## src/rtl/spi_flash_pkg.sv

```systemverilog
// Shared state encoding and opcode/address constants for the SPI flash responder.
package spi_flash_pkg;

    localparam int ADDR_W = 24;

    localparam logic [7:0] OP_READ      = 8'h03;
    localparam logic [7:0] OP_FAST_READ = 8'h0B;

    typedef enum logic [2:0] {
        ST_IDLE,
        ST_CMD,
        ST_ADDR,
        ST_DUMMY,
        ST_DATA,
        ST_IGNORE
    } state_t;

endpackage

```

## src/rtl/spi_edge_sync.sv

```systemverilog
// Synchronizer chain for one asynchronous input, with rise/fall pulses in the clk domain.
module spi_edge_sync #(
    parameter int STAGES = 2
) (
    input  logic clk,
    input  logic rst_n,
    input  logic i_d,
    output logic o_rise,
    output logic o_fall
);

    logic [STAGES-1:0] r_sync;
    logic              r_prev;

    always_ff @(posedge clk) begin
        if (!rst_n) begin
            r_sync <= '0;
            r_prev <= 1'b0;
        end else begin
            r_sync <= {r_sync[STAGES-2:0], i_d};
            r_prev <= r_sync[STAGES-1];
        end
    end

    assign o_rise = r_sync[STAGES-1] & ~r_prev;
    assign o_fall = ~r_sync[STAGES-1] & r_prev;

endmodule

```

## src/rtl/spi_flash_responder.sv

```systemverilog
// SPI mode-0 serial NOR flash emulator: READ (and FAST_READ when SPI_FAST_READ_EN is
// defined) streams bytes MSB-first from a byte-wide memory with 1-cycle read latency.
module spi_flash_responder
    import spi_flash_pkg::*;
#(
    parameter int         SYNC_STAGES   = 2,
    parameter logic [7:0] CMD_READ      = OP_READ,
    parameter logic [7:0] CMD_FAST_READ = OP_FAST_READ
) (
    input  logic              clk,
    input  logic              rst_n,
    input  logic              spiClk,
    input  logic              spiCs,
    input  logic              spiMosi,
    output logic              spiMiso,
    output logic              spiMisoOe,
    output logic [ADDR_W-1:0] memAddr,
    output logic              memRd,
    input  logic [7:0]        memData,
    output logic              cmdErr,
    output logic              busy
);

`ifdef SPI_FAST_READ_EN
    localparam bit FAST_EN = 1'b1;
`else
    localparam bit FAST_EN = 1'b0;
`endif

    state_t r_state, w_next_state;

    logic [SYNC_STAGES-1:0] r_cs_sync, r_mosi_sync;
    logic                   w_cs, w_mosi, w_sck_rise, w_sck_fall;
    logic                   r_armed;
    logic [4:0]             r_bit_cnt;
    logic [ADDR_W-2:0]      r_shift_in;
    logic [ADDR_W-1:0]      r_mem_addr;
    logic [7:0]             r_shift_out, r_next_byte;
    logic                   r_mem_rd, r_rd_d1, r_cmd_err, r_fast;
    logic [7:0]             w_op;
    logic                   w_op_fast, w_op_ok;

    spi_edge_sync #(.STAGES(SYNC_STAGES)) u_sck_sync (
        .clk    (clk),
        .rst_n  (rst_n),
        .i_d    (spiClk),
        .o_rise (w_sck_rise),
        .o_fall (w_sck_fall)
    );

    // CS resets to "selected" so a frame in flight at reset never looks like a fresh CS fall.
    always_ff @(posedge clk) begin
        if (!rst_n) begin
            r_cs_sync   <= '0;
            r_mosi_sync <= '0;
        end else begin
            r_cs_sync   <= {r_cs_sync[SYNC_STAGES-2:0], spiCs};
            r_mosi_sync <= {r_mosi_sync[SYNC_STAGES-2:0], spiMosi};
        end
    end

    assign w_cs      = r_cs_sync[SYNC_STAGES-1];
    assign w_mosi    = r_mosi_sync[SYNC_STAGES-1];
    assign w_op      = {r_shift_in[6:0], w_mosi};
    assign w_op_fast = FAST_EN && (w_op == CMD_FAST_READ);
    assign w_op_ok   = (w_op == CMD_READ) || w_op_fast;

    always_ff @(posedge clk) begin
        if (!rst_n) r_state <= ST_IDLE;
        else        r_state <= w_next_state;
    end

    always_comb begin
        w_next_state = r_state;
        if (w_cs) begin
            w_next_state = ST_IDLE;
        end else begin
            case (r_state)
                ST_IDLE:  if (r_armed) w_next_state = ST_CMD;
                ST_CMD:   if (w_sck_rise && r_bit_cnt == 5'd7)
                              w_next_state = w_op_ok ? ST_ADDR : ST_IGNORE;
                ST_ADDR:  if (w_sck_rise && r_bit_cnt == 5'd23)
                              w_next_state = r_fast ? ST_DUMMY : ST_DATA;
                ST_DUMMY: if (w_sck_rise && r_bit_cnt == 5'd7) w_next_state = ST_DATA;
                default:  ;
            endcase
        end
    end

    always_comb begin
        spiMisoOe = (r_state == ST_DATA);
        spiMiso   = (r_state == ST_DATA) & r_shift_out[7];
    end

    always_ff @(posedge clk) begin
        if (!rst_n) begin
            r_armed     <= 1'b0;
            r_bit_cnt   <= '0;
            r_shift_in  <= '0;
            r_mem_addr  <= '0;
            r_shift_out <= '0;
            r_next_byte <= '0;
            r_mem_rd    <= 1'b0;
            r_rd_d1     <= 1'b0;
            r_cmd_err   <= 1'b0;
            r_fast      <= 1'b0;
        end else begin
            r_mem_rd  <= 1'b0;
            r_cmd_err <= 1'b0;
            r_rd_d1   <= r_mem_rd;
            if (w_cs) r_armed <= 1'b1;
            if (w_cs || r_state == ST_IDLE) begin
                r_bit_cnt   <= '0;
                r_shift_out <= '0;
                r_fast      <= 1'b0;
            end else if (w_sck_rise) begin
                r_bit_cnt <= r_bit_cnt + 5'd1;
                case (r_state)
                    ST_CMD: begin
                        r_shift_in <= {r_shift_in[ADDR_W-3:0], w_mosi};
                        if (r_bit_cnt == 5'd7) begin
                            r_bit_cnt <= '0;
                            r_cmd_err <= ~w_op_ok;
                            r_fast    <= w_op_fast;
                        end
                    end
                    ST_ADDR: begin
                        r_shift_in <= {r_shift_in[ADDR_W-3:0], w_mosi};
                        if (r_bit_cnt == 5'd23) begin
                            r_bit_cnt  <= '0;
                            r_mem_addr <= {r_shift_in, w_mosi};
                            r_mem_rd   <= 1'b1;
                        end
                    end
                    ST_DUMMY: if (r_bit_cnt == 5'd7) r_bit_cnt <= '0;
                    default:  ;
                endcase
            end else if (w_sck_fall && r_state == ST_DATA) begin
                // Count 0 is the fall trailing the last address/dummy rise: bit 7 must stay put.
                if (r_bit_cnt == 5'd8) begin
                    r_shift_out <= r_next_byte;
                    r_bit_cnt   <= '0;
                end else if (r_bit_cnt != 5'd0) begin
                    r_shift_out <= {r_shift_out[6:0], 1'b0};
                    if (r_bit_cnt == 5'd7) begin
                        r_mem_addr <= r_mem_addr + 24'd1;
                        r_mem_rd   <= 1'b1;
                    end
                end
            end
            if (r_rd_d1 && (r_state == ST_DATA || r_state == ST_DUMMY)) begin
                if (r_bit_cnt == 5'd0) r_shift_out <= memData;
                else                   r_next_byte <= memData;
            end
        end
    end

    assign memAddr = r_mem_addr;
    assign memRd   = r_mem_rd;
    assign cmdErr  = r_cmd_err;
    assign busy    = r_armed & ~w_cs;

endmodule

```

## config.mk

```make
export PLATFORM = sky130hd
export DESIGN_NAME = spi_flash_responder
export DESIGN_NICKNAME = d
export VERILOG_FILES = /design/src/rtl/spi_flash_pkg.sv /design/src/rtl/spi_edge_sync.sv /design/src/rtl/spi_flash_responder.sv
export SDC_FILE = /design/constraint.sdc
export NUM_CORES = 1
export LEC_CHECK = 0
export CELL_PAD_IN_SITES_DETAIL_PLACEMENT = 1
export CELL_PAD_IN_SITES_GLOBAL_PLACEMENT = 1
export CORE_ASPECT_RATIO = 0.9
export CORE_MARGIN = 4
export CORE_UTILIZATION = 42
export DETAILED_ROUTE_END_ITERATION = 16
export GPL_TIMING_DRIVEN = 0
export PLACE_DENSITY = 0.88
export SYNTH_ARGS = -nofsm -noshare
export SYNTH_HDL_FRONTEND = slang
export SYNTH_SLANG_ARGS = --single-unit
```

## constraint.sdc

```tcl
create_clock -name clk -period 2.3 [get_ports clk]
set_clock_uncertainty 0.05 [all_clocks]
set_input_delay 0.46 -clock clk [delete_from_list [all_inputs] [get_ports clk]]
set_output_delay 0.46 -clock clk [all_outputs]
set_load 0.03 [all_outputs]
```

# After elaboration in Yosys (flattened, before gate mapping)
# Index checks and enable logic that the tools add are counted.
# op_classes
add_sub_neg	2
n_eq_ne	15
n_mux	33
bitwise	14
n_reduce_logical	24
# ops
cell	n
two-way mux 24 bit	7
two-way mux 8 bit	7
two-way mux 5 bit	5
adder 24 x 1 -> 24 bit, second input constant	1
two-way mux 3 bit	5
one-hot mux 3 bit (4 select lines)	1
inequality test 2 bit, second input constant	5
inverter 1 bit	10
one-hot mux 5 bit (2 select lines)	1
equality test 8 x 2 -> 1 bit, second input constant	1
nonzero test 2 bit	4
OR reduction 2 bit	4
two-way mux 1 bit	7
AND reduction 7 bit	1
equality test 3 x 2 -> 1 bit, second input constant	2
adder 5 x 1 -> 5 bit, second input constant	1
equality test 5 x 3 -> 1 bit, second input constant	1
equality test 5 x 4 -> 1 bit, second input constant	1
equality test 5 bit, second input constant	1
logical NOT 5 bit	1
AND reduction 5 bit	1
nonzero test 5 bit	1
OR reduction 5 bit	1
AND 1 bit	4
9 further kinds	15
# word_totals
regBits	82
input_bits	13
output_inout_bits	29
word_cells	102

# Logic depth before layout (Yosys ltp)
# Gate-level depths: netlist of run 1.
# logic_depth
depth_word	8
depth_mapped	8
depth_no_buf	7

# By module
# A second synthesis of run 1 with hierarchy kept.
# unflattened
cells_unflattened	495
hier_area_um2	3987.6
# by_module_without_submodules
module	instances	cells_per_inst	area_each_um2	seq_area_each_um2
spi_flash_responder	1	487	3896.2	1581.5
spi_edge_sync	1	8	91.3	60.1

# Least setup slack after synthesis of run 1
# Ideal clock, no wire load.
# synth_timing
kind	register to register
start	register r_state[1]
end	register r_shift_out[0]
setup_ns	0.066
t_arrival_ns	2.357
t_required_ns	2.184
path_slack_ns	-0.173
stages_incl_launch_ff	8
n_path_buf	2
synth_period_minus_slack_ns	2.473
cell_sequence	dfxtp_1 buf_6 nor3b_1 and3_1 buf_4 nand4_1 a2111o_1 a21oi_2
# synth_between
elab_chain_cells	7
elab_cells_between_ends	12
classes_between	eq/ne (2); mux (5); reduce/logical (5)
# synth_lines
element	line	rtl
from (decl)	spi_flash_responder.sv:30	state_t r_state, w_next_state;
from (signal assigned)	spi_flash_responder.sv:70	else r_state <= w_next_state;
equality test 3 bit (*)	-	
named net spiMisoOe	spi_flash_responder.sv:16	output logic spiMisoOe,
logical AND 1 bit	spi_flash_responder.sv:138	end else if (w_sck_fall && r_state == ST_DATA) begin
two-way mux 8 bit	spi_flash_responder.sv:138	
two-way mux 8 bit	spi_flash_responder.sv:116	end else if (w_sck_rise) begin
two-way mux 8 bit	spi_flash_responder.sv:112	if (w_cs || r_state == ST_IDLE) begin
two-way mux 8 bit	spi_flash_responder.sv:152	if (r_bit_cnt == 5'd0) r_shift_out <= memData;
two-way mux 8 bit (*)	spi_flash_responder.sv:151	if (r_rd_d1 && (r_state == ST_DATA || r_state == ST_DUMMY)) begin
to (signal assigned)	spi_flash_responder.sv:141	r_shift_out <= r_next_byte;
to (signal assigned)	spi_flash_responder.sv:144	r_shift_out <= {r_shift_out[6:0], 1'b0};
to (signal assigned)	spi_flash_responder.sv:152	
to (decl)	spi_flash_responder.sv:38	logic [7:0] r_shift_out, r_next_byte;
# Mark *: on every way through the listed nets, which the timed path passes. The rest lies on a longest branch.
# A chain may end at the register's enable or synchronous reset.

# Worst setup path after layout of run 1
# layout_timing
start	register r_mem_addr[1], in the netlist memAddr[1]
end	register r_mem_addr[20], in the netlist memAddr[20]
# layout_between
elab_chain_cells	6
# layout_lines
element	line	rtl
from (decl)	spi_flash_responder.sv:37	logic [ADDR_W-1:0] r_mem_addr;
from (signal assigned)	spi_flash_responder.sv:131	r_mem_addr <= {r_shift_in, w_mosi};
from (signal assigned)	spi_flash_responder.sv:146	r_mem_addr <= r_mem_addr + 24'd1;
adder 24 x 1 -> 24 bit	spi_flash_responder.sv:146	
two-way mux 24 bit	spi_flash_responder.sv:145	if (r_bit_cnt == 5'd7) begin
two-way mux 24 bit	spi_flash_responder.sv:143	end else if (r_bit_cnt != 5'd0) begin
two-way mux 24 bit	spi_flash_responder.sv:140	if (r_bit_cnt == 5'd8) begin
two-way mux 24 bit	spi_flash_responder.sv:138	
two-way mux 24 bit	spi_flash_responder.sv:116	
# No other way between the ends. The select of a mux whose other input is x is not followed.

==> results.json, run 1 <==
{
  "peakVddDrop_v": 0.000303,
  "slowest_delay_ns": 0.58,
  "hold_violations": 0,
  "cp_max_fo": 8,
  "outcome": "completed",
  "drtIter0Drc": 268,
  "synthFlopType": "dfxtp_1",
  "synth_area_mm2": 0.00402,
  "syn_inst": 505,
  "worst_slack_ns": 0.0804,
  "setup_tns_ns": 0,
  "p_per_area_mw_per_mm2": 587,
  "track_usage_pct": 23.7,
  "placeableCoreArea_mm2": 0.00921,
  "crit_chain": "ha_1 -> nand3_1 -> nor4_4 -> nand3_1 -> a21oi_1 -> o221a_2",
  "sequentialPowerShare_pct": 49.6,
  "hp-class": "flip-flop to flip-flop",
  "clk_path_buf_depth": 2,
  "final-max-slew-violation-count": 0,
  "vias_per_cell": 5.98,
  "worstMarginPinSlew_ns": 0.732,
  "ys_types": 62,
  "cts.clk_slew.worst_paths_ns": 0.10,
  "grt_overflow_total": 0,
  "syn_to_final_growth_pct": 22.6,
  "drc_errors": 0,
  "multiInputGateArea_mm2": 0.00220,
  "power_leakage_nw": 1.72,
  "grt_pass1_vias": 4164,
  "setup_viol": 0,
  "numPlacedInstances": 668,
  "endpoint_kind": "flip-flop",
  "grt_max_degree": 16,
  "dp_hpwl_um": 9440,
  "p_sw_share_pct": 23.7,
  "fin_crit_sh_pct": 96.5,
  "combPwrFrac_pct": 4.8,
  "cap_violations": 0,
  "ios": 42,
  "cp_common_cell": "nand3_1",
  "startpoint_type": "flip-flop",
  "cts-htree-levels": 3,
  "num_rows": 33,
  "wl_per_cell_um": 19.7,
  "ys_warn_count": 0,
  "grt_pass1_wl_um": 21500,
  "totalWireLength_um": 13600,
  "syn_area_per_cell_um2": 7.95,
  "drt_pass1_iterations": 5,
  "drive_gt1_share_pct": 11.5,
  "cts_inserted_buffers": 9,
  "antenna_found_initial": 0,
  "ant_nets": 0,
  "required_ns": 2.58,
  "relSlewSlack_pct": 50.9,
  "port_buffers": 41,
  "worst-setup-path-type": "flip-flop to flip-flop",
  "synth_seq_area_share_pct": 40.9,
  "ctsRootBufferMaster": "clkbuf_8",
  "clock_latency_ns": 0.37,
  "slowest_stage": "nor4_4",
  "mostFrequentLayoutCells": "81 x dfxtp_1, 80 x nand2_1, 55 x nor2_1, 53 x a21oi_1, 39 x clkdlybuf4s50_1",
  "num-nets-final": 577,
  "fmax_mhz": 451,
  "initial_core_util_pct": 43.6,
  "yosys_register_bits": 82,
  "clkPwrFrac_pct": 45.6,
  "syn-num-nets": 521,
  "async_flop_share_pct": 0,
  "switching_power_w": 0.000683,
  "n_antenna_cell": 0,
  "cts.sinks": 82,
  "rsz0062_at_grt": "no",
  "fillCellCount": 1132,
  "die_y_um": 101,
  "synth_edf_count": 0,
  "place_ws_ns": -0.426,
  "period_needed_ns": 2.22,
  "fp.dieArea_mm2": 0.0112,
  "cts_tree": "done",
  "gp_congestion": 0.887,
  "worstPathArrival_ns": 2.50,
  "layout_commonest_cell": "dfxtp_1",
  "synth.area.top_cells": "dfxtp_1 41%, nand2_1 7.5%, a21oi_1 6.6%, nor2_1 5.3%, o221a_2 3.1%",
  "intPower_w": 0.00221,
  "vias": 4114,
  "die_w_um": 111,
  "synth_top_area_share_pct": 40.9,
  "stdcell_count": 688,
  "seq_area_mm2": 0.00164,
  "synth_area_leader_cell": "dfxtp_1"
}
[power by group through the flow]
stage	registers, W	logic, W	clock network [W]
6_report	0.00143	0.000140	0.00132
5_1_grt	0.00143	0.000149	0.00138
4_1_cts	0.00143	0.000134	0.00133
3_5_place_dp	0.00147	0.000133	0
3_3_place_gp	0.00146	0.000129	0
2_1_floorplan	0.00146	0.0000735	0
[metal layers]
| metal | part of all wire, % | GRT usage, % |
|---|---|---|
| met1 | 45 | 32.3 |
| met2 | 46 | 38.2 |
| met3 | 7.2 | 4.98 |
| met4 | 1.7 | 7.20 |
| met5 | 0 | 0 |
[worst max-delay path, delay by kind of cell (launching register included)]
kind                       cells  cell delay (ns)
adders and majority gates      1             0.25
DFF                            1             0.46
and+or+nand+nor                3             1.05
AOI/OAI and AO/OA              2             0.37
[timing repair]
item                                    CTS  global route
pin swaps                                 0             1
setup buffers                             1             2
endpoints found under the setup margin   26            46
hold buffers                              0             0
gates resized for setup                   9            10
gates cloned                              0             1
[Yosys cell counts, types with 3 or more instances]
cell type and number:
o31ai_1 6, inv_1 7, clkbuf_1 25, nand4_1 8
o221a_2 11, nand3b_1 3, nand2b_1 5, a21oi_1 53
o211ai_1 9, and3_1 3, dfxtp_1 82, buf_6 4
ha_1 3, nand2_1 80, nor2b_1 3, nor3_1 8
o21ai_0 24, a41oi_1 4, clkbuf_8 3, nand3_1 24
buf_2 4, or3_1 3, a31oi_1 6, and2_1 10
nor3b_1 10, mux2i_1 8, nor2_1 57
[cell type report]
class,instances,share of cell area [%]
repair buffers,44,8.74
plain buffers,38,4.50
multi-input cells,378,44.7
clock inverters,7,2.52
well taps,122,3.10
inverters,8,0.610
flip-flops and latches,82,33.4
clock buffers,9,2.52
[flip-flops by register name, summed over array words and instances (netlist names), 2 cells and up]
register           count
r_cs_sync              2
memAddr               24
r_next_byte            8
u_sck_sync.r_sync      2
r_state                3
r_bit_cnt              5
r_shift_out            8
r_mosi_sync            2
r_shift_in            23
[worst paths after layout]
check	startpoint	to	slack, ns	cells past startpoint
hold reg to reg	r_mosi_sync[0]$_SDFF_PN0_	r_mosi_sync[1]$_SDFF_PN0_	0.39	1
setup reg to reg	memAddr[1]$_SDFFE_PN0P_	memAddr[20]$_SDFFE_PN0P_	0.08	6
setup / recovery	memAddr[1]$_SDFFE_PN0P_	memAddr[20]$_SDFFE_PN0P_	0.08	6
hold / removal	r_mosi_sync[0]$_SDFF_PN0_	r_mosi_sync[1]$_SDFF_PN0_	0.39	1
[cells by family (layout without fill, tap and decap cells)]
group	count (synthesis)	in the layout	synth area share [%]
flops	82	82	40.9
simple gates	226	226	26.8
fa+ha+maj	3	3	0.935
mux	8	8	1.99
xor+xnor	2	2	0.436
compound gates	138	139	22.8
buf+inv	46	106	6.17
[metrics by stage]
step	utilization, %	area, um2	hold slack [ns]	total power, W
6_report	53.5	4920	0.388	0.00289
5_1_grt	53.5	4920	0.413	0.00296
4_1_cts	52.9	4870	0.394	0.00289
3_5_place_dp	49.8	4580	0.381	0.00160
3_3_place_gp	49.8	4580	0.369	0.00159
2_1_floorplan	-	4020	0.362	0.00154
Note: power is estimated with default switching activity, not from simulation.
==> run 2, diff against run 1 <==
- ABC_AREA: unset -> 1
- CORE_UTILIZATION: 42 -> 40
==> run 2 against run 1 <==
Setup slack gained 0.024 ns. Clock power is 7% higher. Largest cell class unchanged. Sequential cell count did not move. Non-clock buffer count fell by 17. Final cell count is 24% higher. First-iteration DRC count is 3.0% lower. Highest routed layer unchanged. Total power up 21%. Count of clock-buffer cells in the layout is 1 higher. Maximum frequency increased by 1.1%. Design area is 4.9% higher. Sequential power up 3%. Largest power group unchanged.
==> results.json, run 2 <==
{
  "outcome": "completed",
  "layout_commonest_cell": "nand2_1",
  "track_usage_pct": 23.3,
  "cap_violations": 0,
  "worstMarginPinSlew_ns": 0.748,
  "worstPathArrival_ns": 2.38,
  "syn-num-nets": 687,
  "cts.sinks": 82,
  "port_buffers": 40,
  "worst_slack_ns": 0.105,
  "yosys_register_bits": 82,
  "synth_area_leader_cell": "dfxtp_1",
  "rsz0062_at_grt": "no",
  "utilization_pct": 49.7,
  "cts_inserted_buffers": 9,
  "syn_to_final_growth_pct": 19.7,
  "initial_core_util_pct": 41.5,
  "cp_max_fo": 8,
  "ant_nets": 0,
  "syn_area_per_cell_um2": 6.43,
  "fmax_mhz": 456,
  "drtIter0Drc": 260,
  "post_cts_resize_count": 0,
  "antenna_found_initial": 0,
  "finalPower_w": 0.00348,
  "n_antenna_cell": 0,
  "relSlewSlack_pct": 50.1,
  "fillCellCount": 1403,
  "synth.area.top_cells": "dfxtp_1 38%, nand2_1 16%, nor2_1 7.7%, a21oi_1 7.3%, inv_1 5.7%",
  "syn_inst": 671,
  "async_flop_share_pct": 0,
  "fin_crit_sh_pct": 95.4,
  "clock_latency_ns": 0.34,
  "ios": 42,
  "required_ns": 2.49,
  "ys_types": 37,
  "vias": 4586,
  "die_y_um": 106,
  "grt_pass1_wl_um": 23700,
  "drive_gt1_share_pct": 7.32,
  "hold_violations": 0,
  "clk_path_buf_depth": 2,
  "power_leakage_nw": 2.02,
  "place_ws_ns": 0.103,
  "period_needed_ns": 2.20,
  "synth_seq_area_share_pct": 38.1,
  "dp_hpwl_um": 10700,
  "post-cts-setup-buffers": 0,
  "wl_per_cell_um": 16.7,
  "hp-class": "flip-flop to flip-flop",
  "num_rows": 35,
  "gp_congestion": 0.852,
  "yosysMostFrequentCell": "nand2_1",
  "grt_pass1_vias": 4655,
  "cts_tree": "done",
  "final-max-slew-violation-count": 0,
  "grt_overflow_total": 0,
  "synthFlopType": "dfxtp_1",
  "placeableCoreArea_mm2": 0.0104,
  "cts-htree-levels": 3,
  "largest_reg_flops": 24,
  "synth_edf_count": 0,
  "p_per_area_mw_per_mm2": 675,
  "worst-setup-path-type": "flip-flop to flip-flop",
  "ys_warn_count": 0,
  "drc_errors": 0,
  "drt_pass1_iterations": 5,
  "endpoint_kind": "flip-flop",
  "setup_tns_ns": 0,
  "peakVddDrop_v": 0.000581,
  "grt_max_degree": 13,
  "mostFrequentLayoutCells": "188 x nand2_1, 88 x nor2_1, 82 x dfxtp_1, 66 x inv_1, 63 x a21oi_1",
  "num-nets-final": 738,
  "vias_per_cell": 5.38,
  "synth_top_area_share_pct": 38.1,
  "setup_viol": 0,
  "cts_hold_buf": 0,
  "totalWireLength_um": 14300,
  "startpoint_type": "flip-flop",
  "ctsRootBufferMaster": "clkbuf_16",
  "synth_common_cells": "188 x nand2_1, 89 x nor2_1, 82 x dfxtp_1",
  "synth_area_mm2": 0.00431,
  "cts.clk_slew.worst_paths_ns": 0.06,
  "die_w_um": 117,
  "fp.dieArea_mm2": 0.0125
}
-- run 2: cell families (layout without fill, tap and decap cells) --
group | count (synthesis) | after routing | share of synthesized area [%]
flops | 82 | 82 | 38.1
simple gates | 355 | 355 | 35.1
buf+inv | 97 | 150 | 9.34
compound gates | 130 | 130 | 15.8
fa+ha+maj | 3 | 3 | 0.871
xor+xnor | 4 | 4 | 0.813
-- run 2: report_power, final --
part	switching, W	leakage, nW	internal (W)	total (W)
combinational	0.000436	1.23	0.000154	0.000590
sequential	0.0000281	0.662	0.00146	0.00148
clock	0.000560	0.136	0.000850	0.00141
total	0.00102	2.02	0.00246	0.00348
-- run 2: through the flow --
stage / instances / hold WS [ns] / area [um2]
detailed placement: 840 / 0.359 / 4870
global route: 853 / 0.390 / 5160
CTS: 853 / 0.373 / 5150
finish: 853 / 0.369 / 5160
global placement: 840 / 0.345 / 4870
floorplan: 671 / 0.340 / 4310
-- run 2: layout make-up --
type | instances | area [um2] | area share, %
buffer | 25 | 133 | 2.57
clock buffer | 10 | 239 | 4.63
multi-input combinational | 492 | 2270 | 44.0
sequential | 82 | 1640 | 31.8
clock inverter | 3 | 42.5 | 0.824
tap | 129 | 161 | 3.13
inverter | 72 | 270 | 5.24
timing repair buffer | 40 | 405 | 7.85
-- run 2: layer usage --
| metal | wire [um] | GRT usage (%) | share of wire (%) | vias up |
|---|---|---|---|---|
| met5 | 0 | 0 | 0 | - |
| met4 | 206 | 6.37 | 1.4 | 0 |
| met2 | 6940 | 40.7 | 49 | 89 |
| li1 | - | - | - | 2249 |
| met1 | 6510 | 29.4 | 46 | 2230 |
| met3 | 601 | 4.52 | 4.2 | 18 |
-- run 2: worst paths after layout --
kind	from	end	slack, ns	cells after the start
setup / recovery	memAddr[0]$_SDFFE_PN0P_	memAddr[14]$_SDFFE_PN0P_	0.10	10
hold reg to reg	u_sck_sync.r_sync[0]$_SDFF_PN0_	u_sck_sync.r_sync[1]$_SDFF_PN0_	0.37	2
hold / removal	u_sck_sync.r_sync[0]$_SDFF_PN0_	u_sck_sync.r_sync[1]$_SDFF_PN0_	0.37	2
setup reg to reg	memAddr[0]$_SDFFE_PN0P_	memAddr[14]$_SDFFE_PN0P_	0.10	10
-- run 2: critical path, stage by stage (launching register included) --
cell	delay, ns
dfxtp_1	0.53
ha_1	0.28
nand2_1	0.14
nor2_2	0.36
nand2_1	0.18
inv_1	0.13
nand3_1	0.08
o21ai_0	0.18
nand2_1	0.07
nand2_1	0.06
nor2_1	0.05
